## src/rtl/unified_mem_arbiter.sv

```systemverilog
// Shares one memory port between fetch (IF) and data (DM); DM has priority, with a streak limit so IF is not starved.
// Latency is at least 2 cycles from req to ack; each requester sees stall_* until its one-cycle ack pulse.
module unified_mem_arbiter #(
    parameter int DM_STREAK_MAX = 4,
    parameter int TIMEOUT       = 15
) (
    input  logic        clk,
    input  logic        resetn,
    input  logic        if_req,
    input  logic [31:0] if_addr,
    output logic        if_ack,
    output logic [31:0] if_rdata,
    input  logic        dm_req,
    input  logic        dm_we,
    input  logic [3:0]  dm_be,
    input  logic [31:0] dm_addr,
    input  logic [31:0] dm_wdata,
    output logic        dm_ack,
    output logic [31:0] dm_rdata,
    output logic        mem_req,
    output logic        mem_we,
    output logic [3:0]  mem_be,
    output logic [31:0] mem_addr,
    output logic [31:0] mem_wdata,
    input  logic        mem_ready,
    input  logic [31:0] mem_rdata,
    output logic        stall_if,
    output logic        stall_mem,
    input  logic        clear_err,
    output logic        timeout_err
);

    localparam int SW = $clog2(DM_STREAK_MAX + 1);
    localparam int TW = $clog2(TIMEOUT + 1);

    typedef enum logic [1:0] {IDLE, BUSY, RESP} state_t;

    state_t        state;
    logic [SW-1:0] streak;
    logic [TW-1:0] tcnt;
    logic          gnt_dm;
    logic          dm_wins;

    // IF only overtakes DM once DM has won DM_STREAK_MAX times in a row against a waiting fetch.
    assign dm_wins   = dm_req && !(if_req && (streak == SW'(DM_STREAK_MAX)));
    assign stall_if  = if_req & ~if_ack;
    assign stall_mem = dm_req & ~dm_ack;

    always_ff @(posedge clk or posedge resetn) begin
        if (resetn) begin
            state       <= IDLE;
            streak      <= '0;
            tcnt        <= '0;
            gnt_dm      <= 1'b0;
            mem_req     <= 1'b0;
            mem_we      <= 1'b0;
            mem_be      <= 4'h0;
            mem_addr    <= 32'h0;
            mem_wdata   <= 32'h0;
            if_ack      <= 1'b0;
            dm_ack      <= 1'b0;
            if_rdata    <= 32'h0;
            dm_rdata    <= 32'h0;
            timeout_err <= 1'b0;
        end else begin
            // A timeout setting the flag below overrides this clear in the same cycle.
            if (clear_err)
                timeout_err <= 1'b0;

            case (state)
                IDLE: begin
                    if (dm_req || if_req) begin
                        gnt_dm  <= dm_wins;
                        mem_req <= 1'b1;
                        tcnt    <= '0;
                        state   <= BUSY;
                        if (dm_wins) begin
                            mem_we    <= dm_we;
                            mem_be    <= dm_be;
                            mem_addr  <= dm_addr;
                            mem_wdata <= dm_wdata;
                            if (!if_req)
                                streak <= '0;
                            else if (streak != SW'(DM_STREAK_MAX))
                                streak <= streak + SW'(1);
                        end else begin
                            mem_we    <= 1'b0;
                            mem_be    <= 4'hF;
                            mem_addr  <= if_addr;
                            mem_wdata <= 32'h0;
                            streak    <= '0;
                        end
                    end
                end

                BUSY: begin
                    if (mem_ready) begin
                        mem_req <= 1'b0;
                        state   <= RESP;
                        if (gnt_dm) begin
                            dm_rdata <= mem_rdata;
                            dm_ack   <= 1'b1;
                        end else begin
                            if_rdata <= mem_rdata;
                            if_ack   <= 1'b1;
                        end
                    end else if (tcnt == TW'(TIMEOUT - 1)) begin
                        mem_req     <= 1'b0;
                        tcnt        <= tcnt + TW'(1);
                        timeout_err <= 1'b1;
                        state       <= RESP;
                        if (gnt_dm) begin
                            dm_rdata <= 32'h0;
                            dm_ack   <= 1'b1;
                        end else begin
                            if_rdata <= 32'h0;
                            if_ack   <= 1'b1;
                        end
                    end else begin
                        tcnt <= tcnt + TW'(1);
                    end
                end

                RESP: begin
                    if_ack <= 1'b0;
                    dm_ack <= 1'b0;
                    state  <= IDLE;
                end

                default: state <= IDLE;
            endcase
        end
    end

endmodule

```

## config.mk

```make
export PLATFORM = sky130hd
export DESIGN_NAME = unified_mem_arbiter
export DESIGN_NICKNAME = d
export VERILOG_FILES = /design/src/rtl/unified_mem_arbiter.sv
export SDC_FILE = /design/constraint.sdc
export NUM_CORES = 1
export LEC_CHECK = 0
export ABC_AREA = 1
export CORE_ASPECT_RATIO = 1.2
export CORE_MARGIN = 3
export CORE_UTILIZATION = 39
export CTS_CLUSTER_DIAMETER = 80
export DETAILED_ROUTE_END_ITERATION = 7
export GPL_ROUTABILITY_DRIVEN = 0
export GPL_TIMING_DRIVEN = 0
export PLACE_DENSITY = 0.77
export SYNTH_ARGS = -nofsm -noshare
export SYNTH_HDL_FRONTEND = slang
export SYNTH_SLANG_ARGS = --single-unit
export TNS_END_PERCENT = 20
```

## constraint.sdc

```tcl
create_clock -name clk -period 4.8 [get_ports clk]
set_input_delay 0.96 -clock clk [delete_from_list [all_inputs] [get_ports clk]]
set_output_delay 0.96 -clock clk [all_outputs]
set_load 0.05 [all_outputs]
```

==> impl_metrics.json <==
{
  "status": "finished clean",
  "power_frac_seq_pct": 26.8,
  "drtAntennaViolNets": 0,
  "busiest_layer": "met2",
  "io_pins": 278,
  "fill_cells": 1423,
  "ctsResizeCount": 0,
  "area_growth_pct": 55.0,
  "holdWs_ns": 0.465,
  "yosysSeqAreaShare_pct": 55.5,
  "first_pass_iters": 5,
  "finalHoldViolCount": 0,
  "worstReg2RegStart": "state[1]$_DFFE_PP0P_",
  "slew_viol_final": 0,
  "critPathCaptureType": "output pin",
  "cp-startpoint": "dm_req",
  "avgSynthCellArea_um2": 8.09,
  "startpoint_type": "input pin",
  "grt_max_degree": 41,
  "cts_sinks": 147,
  "crit_type": "input pin to output pin",
  "r2r_slack_ns": 2.98,
  "cp.required_ns": 3.84,
  "p_switching_mw": 4.02,
  "grt_pass1_wl_um": 33000,
  "drt_iter0_drc": 329,
  "p_comb_share_pct": 57.7,
  "antenna_cells": 0,
  "grt_overflow_total": 0,
  "ys.flop_type": "dfrtp_1",
  "rows": 51,
  "cap_violations": 0,
  "drt_wl_total_um": 20300,
  "synthesis.area_um2": 6630,
  "synth_area_leaders": "dfrtp_1 (55%), nand2_1 (20%), nand4_1 (6.3%)",
  "antenna_found_initial": 0,
  "synth_top_area_share_pct": 55.5,
  "hp-class": "flop to flop",
  "synth_top_area_cell": "dfrtp_1",
  "timing.fmax_mhz": 282,
  "post_cts_buffers": 0,
  "worst_ep_arrival_time_ns": 2.58,
  "coreArea_um2": 16500,
  "drc": 0,
  "cell_internal_pwr_mw": 3.99,
  "clock_skew_ns": 0.00790,
  "multi_input_area_um2": 2400,
  "power_mw": 8.01,
  "switching_share_pct": 50.2,
  "vdd_ir_drop_max_uv": 410,
  "reg2reg_depth": 7,
  "drive_above_1_share_pct": 6.19,
  "slew_headroom_pct": 46.9,
  "htree_levels": 4,
  "leakagePower_nw": 5.17,
  "grt_pass1_vias": 6517,
  "synth_edf_count": 0,
  "numCtsBuffers": 17,
  "clk_latency_ns": 0.42,
  "grt_util_met3_pct": 5.69,
  "setup-tns-final_ns": 0,
  "globalRouteTotalUtil_pct": 22.1,
  "place_inst": 1311,
  "synthTopCellsByCount": "nand2_1 (357), dfrtp_1 (147), inv_1 (80)",
  "post-route-min-period_ns": 3.54,
  "hpwlAfterDp_um": 15500,
  "setup_violations": 0,
  "crit_end": "stall_mem",
  "yosysMostFrequentCell": "nand2_1",
  "regArea_um2": 3680,
  "tritoncts": "built",
  "synthCells": 820,
  "layout.nets": 1265,
  "grt_use_met2_pct": 38.0,
  "viasPerCell": 4.88,
  "postCtsHoldBufs": 0,
  "synth.distinct_cells": 22,
  "port_buffers": 276,
  "instances_no_fill": 1343,
  "synth_warnings": 0,
  "finalCritPeriodShare_pct": 73.8,
  "min_from": "dm_rdata[24]$_DFFE_PP0P_",
  "pwr-share-clk_pct": 15.5,
  "r2r-end": "dm_rdata[10]$_DFFE_PP0P_",
  "cts.path.max_buffers": 2,
  "die-height_um": 149,
  "cellPowerDensity_nw_per_um2": 779,
  "wl_per_cell_um": 15.1,
  "grt_setup_unrepaired": "no",
  "path_clk_slew_ns": 0.06,
  "ys_seq_elements": 147,
  "met1_usage_pct": 26.1,
  "synth_nets": 967,
  "die_area_um2": 18600,
  "die_w_um": 125,
  "cts_root_buffer": "clkbuf_16",
  "vias": 6548,
  "critPathMaxFanout": 10,
  "async_flop_share_pct": 100,
  "worst_pin_slew_ns": 0.795,
  "initial_core_util_pct": 40.3
}
==> logic make-up (layout without fill, tap and decap cells) <==
family                   after synthesis  in the layout  synth area share (%)
adder cells (fa/ha/maj)                8              8                  1.51
AO/OA/AOI/OAI                         12             12                  1.02
XOR/XNOR                               1              1                 0.132
AND/OR/NAND/NOR                      517            517                  33.5
buffers and inverters                135            446                  8.41
flip-flops                           147            147                  55.5
==> metrics by stage <==
| stage | util [%] | area, µm² | setup WS (ns) |
|---|---|---|---|
| finish | 62.4 | 10300 | 1.26 |
| global route | 62.4 | 10300 | 1.08 |
| CTS | 62.4 | 10300 | 1.25 |
| detailed placement | 59.1 | 9720 | 1.26 |
| global placement | 58.7 | 9660 | 0.628 |
| floorplan | - | 6640 | 1.71 |
==> power by group through the flow <==
| stage | combinational [mW] | clock [mW] | sequential [mW] |
|---|---|---|---|
| 2_1_floorplan | 1.09 | 0 | 4.03 |
| 3_3_place_gp | 4.59 | 0 | 2.14 |
| 3_5_place_dp | 4.65 | 0 | 2.15 |
| 4_1_cts | 4.66 | 1.27 | 2.15 |
| 5_1_grt | 4.92 | 1.33 | 2.22 |
| 6_report | 4.62 | 1.24 | 2.14 |
==> layer usage <==
| metal | wire, µm | part of all wire [%] |
|---|---|---|
| met1 | 8060 | 40 |
| met2 | 10200 | 50 |
| met3 | 1240 | 6.1 |
| met4 | 790 | 3.9 |
| met5 | 0 | 0 |
==> state kept, by name (all words and copies together), names as in the netlist <==
name,count
timeout_err,1
tcnt,4
streak,3
gnt_dm,1
dm_ack,1
if_rdata,32
mem_req,1
mem_wdata,32
dm_rdata,32
mem_addr,32
mem_we,1
state,2
mem_be,4
if_ack,1
==> placed cells by master (no fill, tap or decap), types with 4 or more instances in the layout <==
master and n:
clkbuf_16 17, nand3_1 73, inv_1 79, buf_4 6, clkinv_4 4, o21ai_0 7, clkbuf_1 22, ha_1 8
nor2_1 15, buf_2 23, nand2_1 357, nand4_1 67, clkdlybuf4s50_1 276, dfrtp_1 147, clkinv_2 4
==> worst min path at each step <==
stage / end / depth (start not counted)
after floorplan: state[1]$_DFFE_PP0P_ / 2
after global placement: dm_rdata[28]$_DFFE_PP0P_ / 2
after detailed placement: if_rdata[1]$_DFFE_PP0P_ / 2
after CTS: dm_rdata[2]$_DFFE_PP0P_ / 2
after global routing: dm_rdata[24]$_DFFE_PP0P_ / 2
final: dm_rdata[24]$_DFFE_PP0P_ / 2
==> cell type report <==
type                       count  area share [%]
tap                          212            2.58
timing repair buffer         279            27.5
inverter                      83            3.07
buffer                        52            2.40
clock buffer                  20            4.35
multi-input combinational    538            23.3
clock inverter                12            1.06
sequential                   147            35.8
==> worst max-delay path, cell delays in order <==
cell and delay (ns):
buf_2 0.20, clkbuf_1 0.41, inv_1 0.08, nor2_1 0.11
clkdlybuf4s50_1 0.82
Note: power is estimated with default switching activity, not from simulation.
